<file path="src/rtl/bit_counter_ext.sv">
// Parametrised LED counter: prescaled up/down/bounce/hold counting with load,
// wrap-or-saturate limits, a terminal-count pulse and a selectable LED slice.
module bit_counter_ext #(
   parameter int WIDTH    = 32,
   parameter int LED_W    = 8,
   parameter int SEL_W    = 2,
   parameter int PRESCALE = 1,
   parameter bit SATURATE = 1'b0
) (
   input  logic             clk,
   input  logic             rst,
   input  logic             en,
   input  logic [1:0]       mode,
   input  logic             load,
   input  logic [WIDTH-1:0] load_val,
   input  logic [SEL_W-1:0] sel,
   output logic [WIDTH-1:0] q,
   output logic             dir,
   output logic             tc,
   output logic [LED_W-1:0] led
);

   localparam int SLICES = WIDTH / LED_W;
   localparam int PS_W   = (PRESCALE > 1) ? $clog2(PRESCALE) : 1;
   localparam logic [PS_W-1:0]  PS_LAST = PS_W'(PRESCALE - 1);
   localparam logic [WIDTH-1:0] MAX     = {WIDTH{1'b1}};
   localparam logic [WIDTH-1:0] ZERO    = '0;

   localparam logic [1:0] MODE_UP     = 2'b00;
   localparam logic [1:0] MODE_DOWN   = 2'b01;
   localparam logic [1:0] MODE_BOUNCE = 2'b10;
   localparam logic [1:0] MODE_HOLD   = 2'b11;

   logic [PS_W-1:0] ps;

   always_ff @(posedge clk or posedge rst) begin
      if (rst) begin
         q   <= '0;
         dir <= 1'b0;
         tc  <= 1'b0;
         ps  <= '0;
      end else if (load) begin
         q   <= load_val;
         ps  <= '0;
         dir <= 1'b0;
         tc  <= 1'b0;
      end else if (!en || mode == MODE_HOLD) begin
         tc <= 1'b0;
      end else begin
         tc <= 1'b0;
         if (ps != PS_LAST) begin
            ps <= ps + 1'b1;
         end else begin
            ps <= '0;
            case (mode)
               MODE_UP: begin
                  if (q == MAX) begin
                     tc <= 1'b1;
                     q  <= SATURATE ? MAX : ZERO;
                  end else begin
                     q <= q + 1'b1;
                  end
               end
               MODE_DOWN: begin
                  if (q == ZERO) begin
                     tc <= 1'b1;
                     q  <= SATURATE ? ZERO : MAX;
                  end else begin
                     q <= q - 1'b1;
                  end
               end
               MODE_BOUNCE: begin
                  // Turnarounds move one step away from the limit on the same edge.
                  if (!dir) begin
                     if (q == MAX) begin
                        dir <= 1'b1;
                        q   <= MAX - 1'b1;
                        tc  <= 1'b1;
                     end else begin
                        q <= q + 1'b1;
                     end
                  end else begin
                     if (q == ZERO) begin
                        dir <= 1'b0;
                        q   <= ZERO + 1'b1;
                        tc  <= 1'b1;
                     end else begin
                        q <= q - 1'b1;
                     end
                  end
               end
               default: begin
                  q <= q;
               end
            endcase
         end
      end
   end

   // Slices beyond the counter width read as zero.
   always_comb begin
      led = '0;
      for (int i = 0; i < SLICES; i++) begin
         if (int'(sel) == i) begin
            led = q[i*LED_W +: LED_W];
         end
      end
   end

endmodule

</file>
<file path="config.mk">
export PLATFORM = sky130hd
export DESIGN_NAME = bit_counter_ext
export DESIGN_NICKNAME = d
export VERILOG_FILES = /design/src/rtl/bit_counter_ext.sv
export SDC_FILE = /design/constraint.sdc
export NUM_CORES = 1
export LEC_CHECK = 0
export ABC_AREA = 1
export CAP_MARGIN = 30
export CORE_ASPECT_RATIO = 0.75
export CORE_MARGIN = 2
export CORE_UTILIZATION = 26
export DETAILED_ROUTE_END_ITERATION = 7
export SYNTH_ARGS = -nofsm -noshare
export SYNTH_HDL_FRONTEND = slang
export SYNTH_SLANG_ARGS = --single-unit
</file>
<file path="constraint.sdc">
create_clock -name clk -period 5.59 [get_ports clk]
set_input_delay 0.559 -clock clk [delete_from_list [all_inputs] [get_ports clk]]
set_output_delay 0.559 -clock clk [all_outputs]
set_load 0.01 [all_outputs]
</file>
After elaboration in Yosys (flattened, before gate mapping)
Cells that the tools add are included.
- div/mod/pow operators: 0
- $lt $le $gt $ge: 0
- shift-type cells: 0
- multiplexer cells: 29
- reductions and logical operators: 9
- bitwise gates (word level): 0
- add/sub/neg operators: 3
- equality and inequality tests: 9
- $mul: 0
- operators with widths (operator ; count):
    $mux W32 ; 8
    $pmux W32 S3 ; 1
    $add A32 B1 Y32 const B ; 1
    $eq A32 B32 Y1 const B ; 1
    $logic_not A32 Y1 ; 1
    $mux W8 ; 4
    $sub A32 B1 Y32 const B ; 1
    $mux W1 ; 15
    $eq A2 B2 Y1 const B ; 4
    $reduce_and A3 Y1 ; 2
    $eq A2 B1 Y1 const B ; 2
    $logic_not A2 Y1 ; 2
    $ne A2 B2 Y1 const B ; 2
    $reduce_bool A4 Y1 ; 1
    $pmux W1 S3 ; 1
    $reduce_bool A2 Y1 ; 1
    $add A1 B1 Y1 const B ; 1
    $logic_not A1 Y1 ; 1
    $logic_or A1 B1 Y1 ; 1
- memory bits (read-only): 0
- bits of input ports: 40
- latch bits: 0
- bits in writable memories: 0
- logic and storage cells: 54
- memories: 0
- register bits after elaboration: 35
- output and inout bits: 42

Logic depth before layout (Yosys ltp)
- depth in word-level cells: 7
- depth in mapped cells: 17
- gate-level depth less buffers: 15

Least setup slack after synthesis
No wires, ideal clock.
- kind: reg2reg
- start point: reg q[0]
- end point: reg q[17]
- arrival time: 1.948 ns
- setup slack: 3.525 ns
- required time: 5.474 ns
- setup time: 0.116 ns
- clock period less this slack: 2.065 ns
- path buffers: 2
- stages on the path, launching flop included: 18
- cells stage by stage: dfrtp_1 -> inv_2 -> ha_1 -> nand2_2 -> nor2_4 -> nand2_2 -> nor2_2 -> nand3_1 -> nand2_1 -> inv_2 -> buf_6 -> buf_6 -> nand3_1 -> nand2_1 -> nand2_1 -> nand2_1 -> nand2_1 -> nand2_1
- word-level cells in the longest chain between the ends: 7
- elaborated cells between the ends (all ways): 13
- classes of those cells: 2 x add/sub; 1 x eq/ne; 9 x mux; 1 x reduce/logical
- RTL lines (element ; RTL line ; source):
    start: declaration ; 17 ; output logic [WIDTH-1:0] q,
    start signal: assignment ; 43 ; q <= load_val;
    start signal: assignment ; 59 ; q <= SATURATE ? MAX : ZERO;
    start signal: assignment ; 61 ; q <= q + 1'b1;
    $add A32 B1 Y32, or another cell as far along ; 61, 80 ;
    $mux W32 (on tied branches) ; 75, 83 ;
    $mux W32 ; 74 ; if (!dir) begin
    $pmux W32 S3 (*) ; 55 ; case (mode)
    $mux W32 (*) ; 51 ; if (ps != PS_LAST) begin
    $mux W32 (*) ; 47 ; end else if (!en || mode == MODE_HOLD) begin
    $mux W32 (*) ; 42 ; end else if (load) begin
Mark *: on every way between the ends. The rest lies on a longest branch, timed or not. The select of a mux whose other input is x is not followed.
A chain may end at the register's enable or synchronous reset.

Worst setup path in the final report
- start point: in sel[0]
- end point: out led[3]
- word-level cells in the longest chain between the ends: 5
- elaborated cells between the ends (all ways): 8
- classes of those cells: 3 x eq/ne; 4 x mux; 1 x reduce/logical
- RTL lines (element ; RTL line ; source):
    start: declaration ; 16 ; input logic [SEL_W-1:0] sel,
    $logic_not A2 Y1 ; 104 ; if (int'(sel) == i) begin
    $mux W8 (3 in series) ; 104 ;
    $mux W8 (*) ; 104 ;
    end: declaration ; 20 ; output logic [LED_W-1:0] led
Mark *: on every way between the ends. The rest lies on a longest branch, timed or not.

==> parameters.txt <==
Parameter                              Value

Die
  Number of top-level pins ... 82
  Die Wd ... 169 um
  Placeable core region ... 20,000 um2
  Chip Height ... 127 um
  Area enclosed by the die boundary ... 21,500 um2
  Number of placement rows ... 45
  Initial standard-cell utilization of the core ... 26.3%

Pwr
  Reg power frac ... 30.9%
  Part of the power in the clock network ... 22.1%
  Power spent charging and discharging nets ... 0.000631 W
  Static Leakage ... 3.06 nW
  Combinational share of power ... 46.9%
  Pwr/cell area ... 211 nW/um2
  IR drop worst, VDD ... 95.9 uV
  Int Power ... 0.000703 W
  Sw Share ... 47.3%

Synthesis
  Number of synthesized flops with an enable pin ... 0
  Netlist Area Pre-Place ... 5280 um2
  Fraction of synthesis flops using an asynchronous set or reset pin ... 100%
  Synthesis warning total ... 0
  Post-Syn Area per Cell ... 5.05 um2
  Top FF cell, synth ... dfrtp_1
  Number of distinct library cells after synthesis ... 32
  Post-Synthesis Net Count ... 1,092
  Post-synthesis sequential area ratio ... 16.1%
  Gate Count Post-Synth ... 1,046
  Flops & latches, synth ... 34

STA
  Worst clock skew on the final layout ... 0.00395 ns
  Setup TNS ... 0 ns
  Final setup vio count ... 0
  Worst setup margin ... 2.48 ns
  Max-slew violation total from the final report ... 0
  Time the worst path needs with I/O delays and setup ... 3.11 ns
  Hold Violations, Final ... 0
  Slew headroom ... 30.3%
  Setup repair after global routing missed its margin ... false
  Max Clk Rate ... 322 MHz
  Ratio of final minimum period to clock period ... 55.6%
  Transition at the pin with the smallest max-transition slack ... 1.04 ns

GRT
  Met1 capacity usage during global routing ... 29.9%
  Overall routing resource usage ... 19.5%
  Vias in the first global route ... 5,866
  Overflow left after global routing ... 0
  Antenna violations before repair ... 0
  Pin count of the biggest net entering global routing ... 61
  Grt met3 use ... 2.73%
  Wire length of the first global-routing pass ... 32,900 um
  Global route hottest layer ... met1
  Global routing usage on met2 ... 29.0%

Worst setup path
  Type of element launching the critical path ... input port
  WP data arrival ... 2.55 ns
  Type of element capturing the critical path ... primary output
  Crit path top cell by count ... clkdlybuf4s50_1
  Worst endpoint required time ... 5.03 ns
  Crit path max-delay family ... buffers and inverters
  Critical path buffer and inverter count ... 3
  Critical Path Slowest Stage Cell ... clkdlybuf4s50_1
  Delay contributed by the slowest stage of the critical path ... 0.61 ns
  Cell breakdown of the critical path ... clkdlybuf4s50_1 > nor2_1 > inv_1 > o22ai_1 > a21oi_1 > o21ai_0 > clkdlybuf4s50_1
  Critical setup path kind ... input port to primary output
  Highest net fanout along the worst path ... 5

Placed design
  Count of port buffers added during placement ... 81
  Post-detail-place hpwl ... 15,600 um
  Worst slack after detailed placement ... 2.53 ns
  Weighted congestion at the end of routability-driven global placement ... 0.981

Routing
  First-pass iteration count of the detailed router ... 5
  Count of nets left with antenna violations after detail routing ... 0
  DRC violations left ... 0
  Total Wirelength ... 20,400 um
  Mean routed wirelength per cell ... 15.2 um
  Drt first-iter violations ... 548
  Vias per inst ... 4.75
  Total via count in the routed design ... 6,379

Clock network
  Clock-pin slew on the worst setup and hold paths ... 0.06 ns
  Clock insertion delay at the later pin of the skew report ... 0.30 ns
  H-tree depth ... 2
  CTS tree ... yes
  Resize count post-CTS ... 0
  Buffers inserted by post-CTS timing repair ... 0
  Post-CTS Hold Fix Bufs ... 0
  Worst-case clock buffer depth ... 2
  Count of clock tree sinks ... 34
  Total clock buffers created by CTS ... 5
  Cell at the root of the clock tree ... clkbuf_16

Cells and area
  Net total in the final layout ... 1,131
  Most common cell after layout, fill and taps aside ... nand2_1
  Area added between synthesis and finish ... 19.7%
  Multi-input gate area in the final layout ... 3760 um2
  Diodes inserted ... 0
  Number of fill cells ... 2,324
  Highest-count cells in the layout ignoring fill and taps ... nand2_1 (445), nor2_1 (175), nand3_1 (97)
  Sequential cell area ... 852 um2
  Fraction of final layout cells sized beyond drive strength 1 ... 4.60%

Run
  MaxCap Viol Count ... 0

Min path
  Worst hold path class ... flip-flop to flip-flop

Outcome
  Outcome ... finished, final reports clean
## state kept, by name (all words and copies together), names as in the netlist
register and cells:
q 32, tc 1, dir 1
## final timing paths
| check | from | to | slack (ns) | cells after the start |
|---|---|---|---|---|
| min in group asynchronous | rst | q[3] | 0.68 | 3 |
| worst min register to register | q[1] | q[1] | 0.67 | 2 |
| worst max register to register | q[0] | q[27] | 2.77 | 13 |
| max in group asynchronous | rst | dir | 4.54 | 3 |
| worst max-delay path | sel[0] | led[3] | 2.48 | 7 |
| worst min-delay path | q[1] | q[1] | 0.67 | 2 |
## worst register-to-register path: stages, from the launching register on
cell and delay, ns:
dfrtp_1 0.51, ha_1 0.37, nand2_1 0.17, nor2_4 0.08, nand2_2 0.14, nor2_4 0.08, a21oi_4 0.82, nand2_1 0.13
nand3_1 0.12, nand2_1 0.06, nand2_1 0.05, nand2_1 0.08, nand2_1 0.06, nand2_1 0.05
## metal layers
| layer | wire length (um) | share of wire (%) | vias to the layer above |
|---|---|---|---|
| met1 | 10300 | 51 | 2833 |
| li1 | - | - | 3297 |
| met2 | 8270 | 40 | 230 |
| met3 | 1480 | 7.3 | 19 |
| met5 | 0 | 0 | - |
| met4 | 333 | 1.6 | 0 |
## layout make-up
class / instances / share of cell area, %
inverter: 99 / 5.88
tap: 258 / 5.11
multi-input combinational: 858 / 59.6
sequential: 34 / 13.5
timing repair buffer: 87 / 13.8
clock buffer: 8 / 2.16
## synth_stat cells, drive strengths merged (3+ instances only)
master / number / area, um2
o22ai: 6 / 37.5
nor3: 3 / 20.0
inv: 93 / 349
a21oi: 10 / 53.8
nand4: 5 / 31.3
dfrtp: 34 / 851
or2: 3 / 18.8
xor2: 21 / 184
nor2: 194 / 816
nand2: 451 / 1710
ha: 6 / 75.1
clkinv: 6 / 22.5
nand3: 97 / 485
o21ai: 57 / 285
buf: 33 / 215
clkbuf: 22 / 83.8
## stage by stage
stage	hold slack (ns)	power, W	cells	util [%]	instance area (um2)
floorplan	0.586	0.000787	1046	-	5280
global placement	0.649	0.00103	1335	30.7	6160
detailed placement	0.652	0.00104	1336	30.8	6180
CTS	0.663	0.00134	1344	31.5	6310
global route	0.694	0.00145	1344	31.5	6310
finish	0.671	0.00133	1344	31.5	6310
## cell families (layout without fill, tap and decap cells)
kind of cell             Yosys count  after routing  synth area share (%)
AND/OR/NAND/NOR                  754            754                  58.5
AO/OA/AOI/OAI                     76             76                  7.59
adder cells (fa/ha/maj)            6              6                  1.42
flip-flops                        34             34                  16.1
buffers and inverters            154            194                  12.7
XOR/XNOR                          22             22                  3.65
## power groups by stage
stage | clock network, W | logic (W) | registers [W]
final | 0.000295 | 0.000626 | 0.000413
after global routing | 0.000314 | 0.000712 | 0.000422
after CTS | 0.000300 | 0.000627 | 0.000409
after detailed placement | 0 | 0.000624 | 0.000414
after global placement | 0 | 0.000617 | 0.000414
after floorplan | 0 | 0.000450 | 0.000337
Power figures use the tool's default switching activity.
